<file path="config.mk">
export PLATFORM = sky130hd
export DESIGN_NAME = sub_serial_ctrl_flat
export DESIGN_NICKNAME = d
export VERILOG_FILES = /design/src/rtl/sub_serial_ctrl_if.sv /design/src/rtl/sub_serial_ctrl.sv /design/src/flat_wrapper.sv
export SDC_FILE = /design/constraint.sdc
export NUM_CORES = 1
export LEC_CHECK = 0
export ABC_AREA = 1
export ABC_CLOCK_PERIOD_IN_PS = 1600
export BUFFER_PORTS_ARGS = -buffer_cell sky130_fd_sc_hd__buf_2
export CORE_UTILIZATION = 55
export CTS_CLUSTER_SIZE = 28
export DETAILED_ROUTE_END_ITERATION = 10
export PLACE_DENSITY = 0.83
export SETUP_SLACK_MARGIN = 0.02
export SYNTH_ARGS = -nofsm -noshare
export SYNTH_HDL_FRONTEND = slang
export SYNTH_SLANG_ARGS = --single-unit
export TNS_END_PERCENT = 1
</file>
<file path="constraint.sdc">
create_clock -name clk -period 1.6 [get_ports clk]
set_input_delay 0.32 -clock clk [delete_from_list [all_inputs] [get_ports clk]]
set_output_delay 0.32 -clock clk [all_outputs]
set_load 0.02 [all_outputs]
</file>
<file path="src/rtl/sub_serial_ctrl_if.sv">
// Operand/result handshake bundle for the bit-serial subtractor.
// The slave modport is the sequencer side; the master modport is the producer/consumer side.
interface sub_serial_ctrl_if #(
   parameter int unsigned WIDTH = 8
);
   logic             in_valid;
   logic             in_ready;
   logic [WIDTH-1:0] A;
   logic [WIDTH-1:0] B;
   logic             out_valid;
   logic             out_ready;
   logic [WIDTH-1:0] Sub;
   logic             borrow_out;
   logic             busy;

   modport master (
      output in_valid, A, B, out_ready,
      input  in_ready, out_valid, Sub, borrow_out, busy
   );

   modport slave (
      input  in_valid, A, B, out_ready,
      output in_ready, out_valid, Sub, borrow_out, busy
   );
endinterface

</file>
<file path="src/rtl/sub_serial_ctrl.sv">
// Bit-serial A - B sequencer: one full-subtractor cell plus a borrow register,
// LSB first, one bit per clock, with valid/ready on both operand and result sides.
module sub_serial_ctrl #(
   parameter int unsigned WIDTH = 8
) (
   input logic              clk,
   input logic              rst_n,
   sub_serial_ctrl_if.slave bus
);
   localparam int unsigned CNT_W = $clog2(WIDTH + 1);

   typedef enum logic [1:0] {
      IDLE = 2'd0,
      RUN  = 2'd1,
      DONE = 2'd2
   } state_e;

   state_e             state_q,     state_d;
   logic [WIDTH-1:0]   op_a_q,      op_a_d;
   logic [WIDTH-1:0]   op_b_q,      op_b_d;
   logic [WIDTH-1:0]   res_q,       res_d;
   logic [WIDTH-1:0]   sub_q,       sub_d;
   logic [CNT_W-1:0]   cnt_q,       cnt_d;
   logic               borrow_q,    borrow_d;
   logic               bout_q,      bout_d;
   logic               in_ready_q,  in_ready_d;
   logic               out_valid_q, out_valid_d;
   logic               busy_q,      busy_d;

   logic               bit_a, bit_b, bit_d, bit_bout;

   // Full-subtractor cell on the current LSBs.
   always_comb begin
      bit_a    = op_a_q[0];
      bit_b    = op_b_q[0];
      bit_d    = bit_a ^ bit_b ^ borrow_q;
      bit_bout = (~bit_a & bit_b) | (~(bit_a ^ bit_b) & borrow_q);
   end

   always_comb begin
      state_d  = state_q;
      op_a_d   = op_a_q;
      op_b_d   = op_b_q;
      res_d    = res_q;
      sub_d    = sub_q;
      cnt_d    = cnt_q;
      borrow_d = borrow_q;
      bout_d   = bout_q;

      unique case (state_q)
         IDLE: begin
            if (bus.in_valid && in_ready_q) begin
               op_a_d   = bus.A;
               op_b_d   = bus.B;
               cnt_d    = '0;
               borrow_d = 1'b0;
               state_d  = RUN;
            end
         end
         RUN: begin
            // New bit enters at the MSB so that after WIDTH shifts bit i is difference bit i.
            res_d    = WIDTH'({bit_d, res_q} >> 1);
            op_a_d   = op_a_q >> 1;
            op_b_d   = op_b_q >> 1;
            borrow_d = bit_bout;
            cnt_d    = cnt_q + CNT_W'(1);
            if (cnt_q == CNT_W'(WIDTH - 1)) begin
               sub_d   = res_d;
               bout_d  = bit_bout;
               state_d = DONE;
            end
         end
         DONE: begin
            if (out_valid_q && bus.out_ready) begin
               state_d = IDLE;
            end
         end
         default: state_d = IDLE;
      endcase

      in_ready_d  = (state_d == IDLE);
      out_valid_d = (state_d == DONE);
      busy_d      = (state_d != IDLE);
   end

   always_ff @(posedge clk or negedge rst_n) begin
      if (!rst_n) begin
         state_q     <= IDLE;
         op_a_q      <= '0;
         op_b_q      <= '0;
         res_q       <= '0;
         sub_q       <= '0;
         cnt_q       <= '0;
         borrow_q    <= 1'b0;
         bout_q      <= 1'b0;
         in_ready_q  <= 1'b1;
         out_valid_q <= 1'b0;
         busy_q      <= 1'b0;
      end else begin
         state_q     <= state_d;
         op_a_q      <= op_a_d;
         op_b_q      <= op_b_d;
         res_q       <= res_d;
         sub_q       <= sub_d;
         cnt_q       <= cnt_d;
         borrow_q    <= borrow_d;
         bout_q      <= bout_d;
         in_ready_q  <= in_ready_d;
         out_valid_q <= out_valid_d;
         busy_q      <= busy_d;
      end
   end

   assign bus.in_ready   = in_ready_q;
   assign bus.out_valid  = out_valid_q;
   assign bus.Sub        = sub_q;
   assign bus.borrow_out = bout_q;
   assign bus.busy       = busy_q;
endmodule

</file>
<file path="src/flat_wrapper.sv">
// flat-port wrapper written by rule: the top's interface ports become plain ports
module sub_serial_ctrl_flat 
#(
   parameter int unsigned WIDTH = 8
)
  (clk, rst_n, bus_in_valid, bus_A, bus_B, bus_out_ready, bus_in_ready, bus_out_valid, bus_Sub, bus_borrow_out, bus_busy);
  sub_serial_ctrl_if #(.WIDTH(WIDTH)) bus_i ();
  input logic clk;
  input logic rst_n;
  input wire logic [$bits(bus_i.in_valid)-1:0] bus_in_valid;
  input wire logic [$bits(bus_i.A)-1:0] bus_A;
  input wire logic [$bits(bus_i.B)-1:0] bus_B;
  input wire logic [$bits(bus_i.out_ready)-1:0] bus_out_ready;
  output wire logic [$bits(bus_i.in_ready)-1:0] bus_in_ready;
  output wire logic [$bits(bus_i.out_valid)-1:0] bus_out_valid;
  output wire logic [$bits(bus_i.Sub)-1:0] bus_Sub;
  output wire logic [$bits(bus_i.borrow_out)-1:0] bus_borrow_out;
  output wire logic [$bits(bus_i.busy)-1:0] bus_busy;
  assign bus_i.in_valid = bus_in_valid;
  assign bus_i.A = bus_A;
  assign bus_i.B = bus_B;
  assign bus_i.out_ready = bus_out_ready;
  assign bus_in_ready = bus_i.in_ready;
  assign bus_out_valid = bus_i.out_valid;
  assign bus_Sub = bus_i.Sub;
  assign bus_borrow_out = bus_i.borrow_out;
  assign bus_busy = bus_i.busy;
  sub_serial_ctrl #(.WIDTH(WIDTH)) u_core (.clk(clk), .rst_n(rst_n), .bus(bus_i));
endmodule
</file>
==> metrics.md <==
| Metric | Value |
|---|---|
| Post-DP HPWL | `2464 µm` |
| CTS H-tree depth | `2` |
| Layout cells sized above 1 | `23.66%` |
| Power Internal | `2.533 mW` |
| Clk buf depth | `2` |
| Total track usage | `22.03%` |
| Simple-Gate Fraction of Synth Area | `30.71%` |
| P&R area growth vs syn | `15.03%` |
| Static leakage | `1.223 nW` |
| Top Ports | `32` |
| Synth cell count leaders | `nand2_1, dfrtp_1, nand3_1, inv_1, o21ai_0` |
| Via density | `4.948` |
| Ys flop type | `dfrtp_1` |
| Drc violations | `0` |
| Slew Viols, Final | `0` |
| Post-synth top area cell | `dfrtp_1` |
| Area contributors post-synth | `dfrtp_1, nand2_1, nand3_1` |
| Xor/xnor share of the synthesized area | `0%` |
| Die X | `61.13 µm` |
| RR Endpoint | `u_core.bus.in_ready` |
| FF-to-FF path depth | `6` |
| First-pass GRT wire length | `5830 µm` |
| Row count | `21` |
| Clock power frac | `15.2%` |
| Power per Cell Area | `2007 nW/µm²` |
| Antenna Diode Count | `0` |
| Clk slew on worst S/H paths | `120 ps` |
| Arr. time, crit path | `1740 ps` |
| Sequential share of power | `40.5%` |
| Min-delay src | `bus_A[7]` |
| CTS tree | `built` |
| Synth top area share | `53.35%` |
| Detailed Routing Iterations Pass 1 | `4` |
| Routability Congestion | `0.7512` |
| Root buf cell | `clkbuf_4` |
| Worst Path Class, Setup | `reg -> reg` |
| CTS Buf Count | `5` |
| # resized after CTS | `0` |
| Nets@finish | `283` |
| Post-CTS Setup Bufs | `0` |
| Hold-fix buffers, CTS | `1` |
| Peak VDD IR | `0.001236 V` |
| Net Sw Frac | `42.95%` |
| Final Hold Slack | `199.0 ps` |
| Detailed-route via count | `1524` |
| # setup viols final | `0` |
| Combinational share of power | `44.3%` |
| Startpoint class of the critical path | `register` |
| Hold Path End | `u_core.op_a_q[7]` |
| Number of I/O port buffers | `31` |
| Req. time, crit path | `1900 ps` |
| Status | `completed` |
| Hold depth | `3` |
| Setup repair after global routing missed its margin | `false` |
| Register-to-Register Setup Slack | `160 ps` |
| Core area | `3337 µm²` |
| Net Count, Synth | `248` |
| Worst-skew pair later-pin latency | `360 ps` |
| Reg-to-reg startpoint | `u_core.cnt_q[0]` |
| Grt total ovfl | `0` |
| Gate count after technology mapping | `226` |
| Antenna violations before repair | `0` |
| Vias in the first global route | `1347` |
| Final Skew | `10.98 ps` |
| Cell Area, Synth | `1923 µm²` |
| Largest family of logic cells by synthesized area | `simple AND/OR/NAND/NOR gates` |
| Post-synthesis mux area share | `0%` |
| TNS Setup | `0 ps` |
| Post-synth ARST share | `100.0%` |
| Compound-Gate Fraction of Synth Area | `6.506%` |
| Final period utilization | `90.22%` |
| Post-synthesis register bit count | `42` |
| Seq/Total Area, Yosys | `54.72%` |
| Count leader, synth | `nand2_1` |
| Worst Tran Pin Value | `452.6 ps` |
| CP Capture Type | `register` |
| Yosys cell types | `20` |
| Fin. Hold Viols | `0` |
| Headroom to the max-slew limit | `69.83%` |
| Routed wire length | `3552 µm` |
| Largest net degree at the start of global routing | `25` |
| HP Class | `in -> reg` |
| Adder-Cell Fraction of Synth Area | `1.692%` |
| Post-route ant nets | `0` |
| Switching power total | `1.907 mW` |
| Tmin final | `1443 ps` |
| Initial DRC count | `65` |
| Chip height | `61.13 µm` |
| Synth warnings | `0` |
| Fmax | `692.8 MHz` |
| EDFF count, synth | `0` |
| Initial Util | `57.63%` |
| Die ar. | `3737 µm²` |
| DR WL/cell | `11.53 µm` |
| Crit Path Max Fanout | `19` |
| Clock sinks | `42` |
| Average size of a mapped cell | `8.509 µm²` |
| Max_cap viols | `0` |
## cell usage in the layout (no fill, tap or decap)
cell	n
clkinvlp_4	1
ha_1	1
dfrtp_1	41
fa_1	1
o21ai_0	10
clkbuf_4	5
inv_2	2
nor2_1	2
buf_2	31
inv_1	12
o21ai_1	1
dlygate4sd3_1	1
dfstp_2	1
nand2_1	102
buf_12	1
nand4_1	1
bufinv_16	1
nor2_4	2
nand2_2	3
clkbuf_1	1
nand2_4	1
o21ai_2	8
nor2_2	1
nand3_1	27
buf_4	5
## per-layer routing
metal  up-vias  GRT usage [%]  part of all wire [%]
li1        782              -                     -
met1       714          27.62                    47
met2        21          36.18                    48
met3         7          5.042                   3.3
met4         0          10.71                   1.9
met5         -              0                     0
## worst max path at each step
stage                     slack, ps                  end  cells past startpoint             from
final                           160  u_core.bus.in_ready                      6  u_core.cnt_q[0]
after global routing             70      u_core.bus.busy                      7  u_core.cnt_q[0]
after CTS                       150      u_core.bus.busy                      7  u_core.cnt_q[0]
after detailed placement        170      u_core.bus.busy                      7  u_core.cnt_q[0]
after global placement          180      u_core.bus.busy                      7  u_core.cnt_q[0]
after floorplan                 380    u_core.bus.Sub[0]                      7  u_core.cnt_q[0]
## cell type report
cell class	instances	area, µm²
clock inverter	2	37.54
clock buffer	6	41.29
tap	46	57.56
sequential	42	1052
fill	304	1125
timing repair buffer	38	222.7
inverter	14	52.55
multi-input combinational	160	748.2
## worst max-delay path: stages (launching register included)
cell,delay [ps]
dfrtp_1,450
ha_1,230
nand2_1,130
nor2_4,60
nand2_4,210
nand2_1,140
nor2_1,160
## metrics by stage
stage | worst slack, ps | area [µm²] | cells | util (%) | total power, mW
after floorplan | 379.4 | 1923 | 226 | - | 3.327
after global placement | 183.9 | 2123 | 299 | 63.63 | 3.721
after detailed placement | 170.7 | 2123 | 299 | 63.63 | 3.797
after CTS | 153.2 | 2212 | 308 | 66.29 | 4.482
after global routing | 69.37 | 2212 | 308 | 66.29 | 4.849
final | 156.5 | 2212 | 308 | 66.29 | 4.441
## registers in the layout (all words and copies together), names as in the netlist
| signal | cells |
|---|---|
| u_core.bus.Sub | 8 |
| u_core.bus.busy | 1 |
| u_core.state_q | 2 |
| u_core.bus.in_ready | 1 |
| u_core.res_q | 7 |
| u_core.op_b_q | 8 |
| u_core.bus.out_valid | 1 |
| u_core.bus.borrow_out | 1 |
| u_core.borrow_q | 1 |
| u_core.cnt_q | 4 |
| u_core.op_a_q | 8 |
## power groups by stage
| stage | registers, mW | clock network, mW | logic, mW |
|---|---|---|---|
| floorplan | 1.91 | 0 | 1.42 |
| global placement | 1.80 | 0 | 1.92 |
| detailed placement | 1.81 | 0 | 1.98 |
| CTS | 1.79 | 0.692 | 2.00 |
| global route | 1.85 | 0.732 | 2.27 |
| finish | 1.80 | 0.675 | 1.97 |
## kinds of logic (layout without fill, tap and decap cells)
logic type,after synthesis,count (layout)
flip-flops,42,42
AO/OA/AOI/OAI,19,19
buffers and inverters,24,60
AND/OR/NAND/NOR,139,139
adder cells (fa/ha/maj),2,2
No activity file was read; power rests on OpenSTA's default activity.
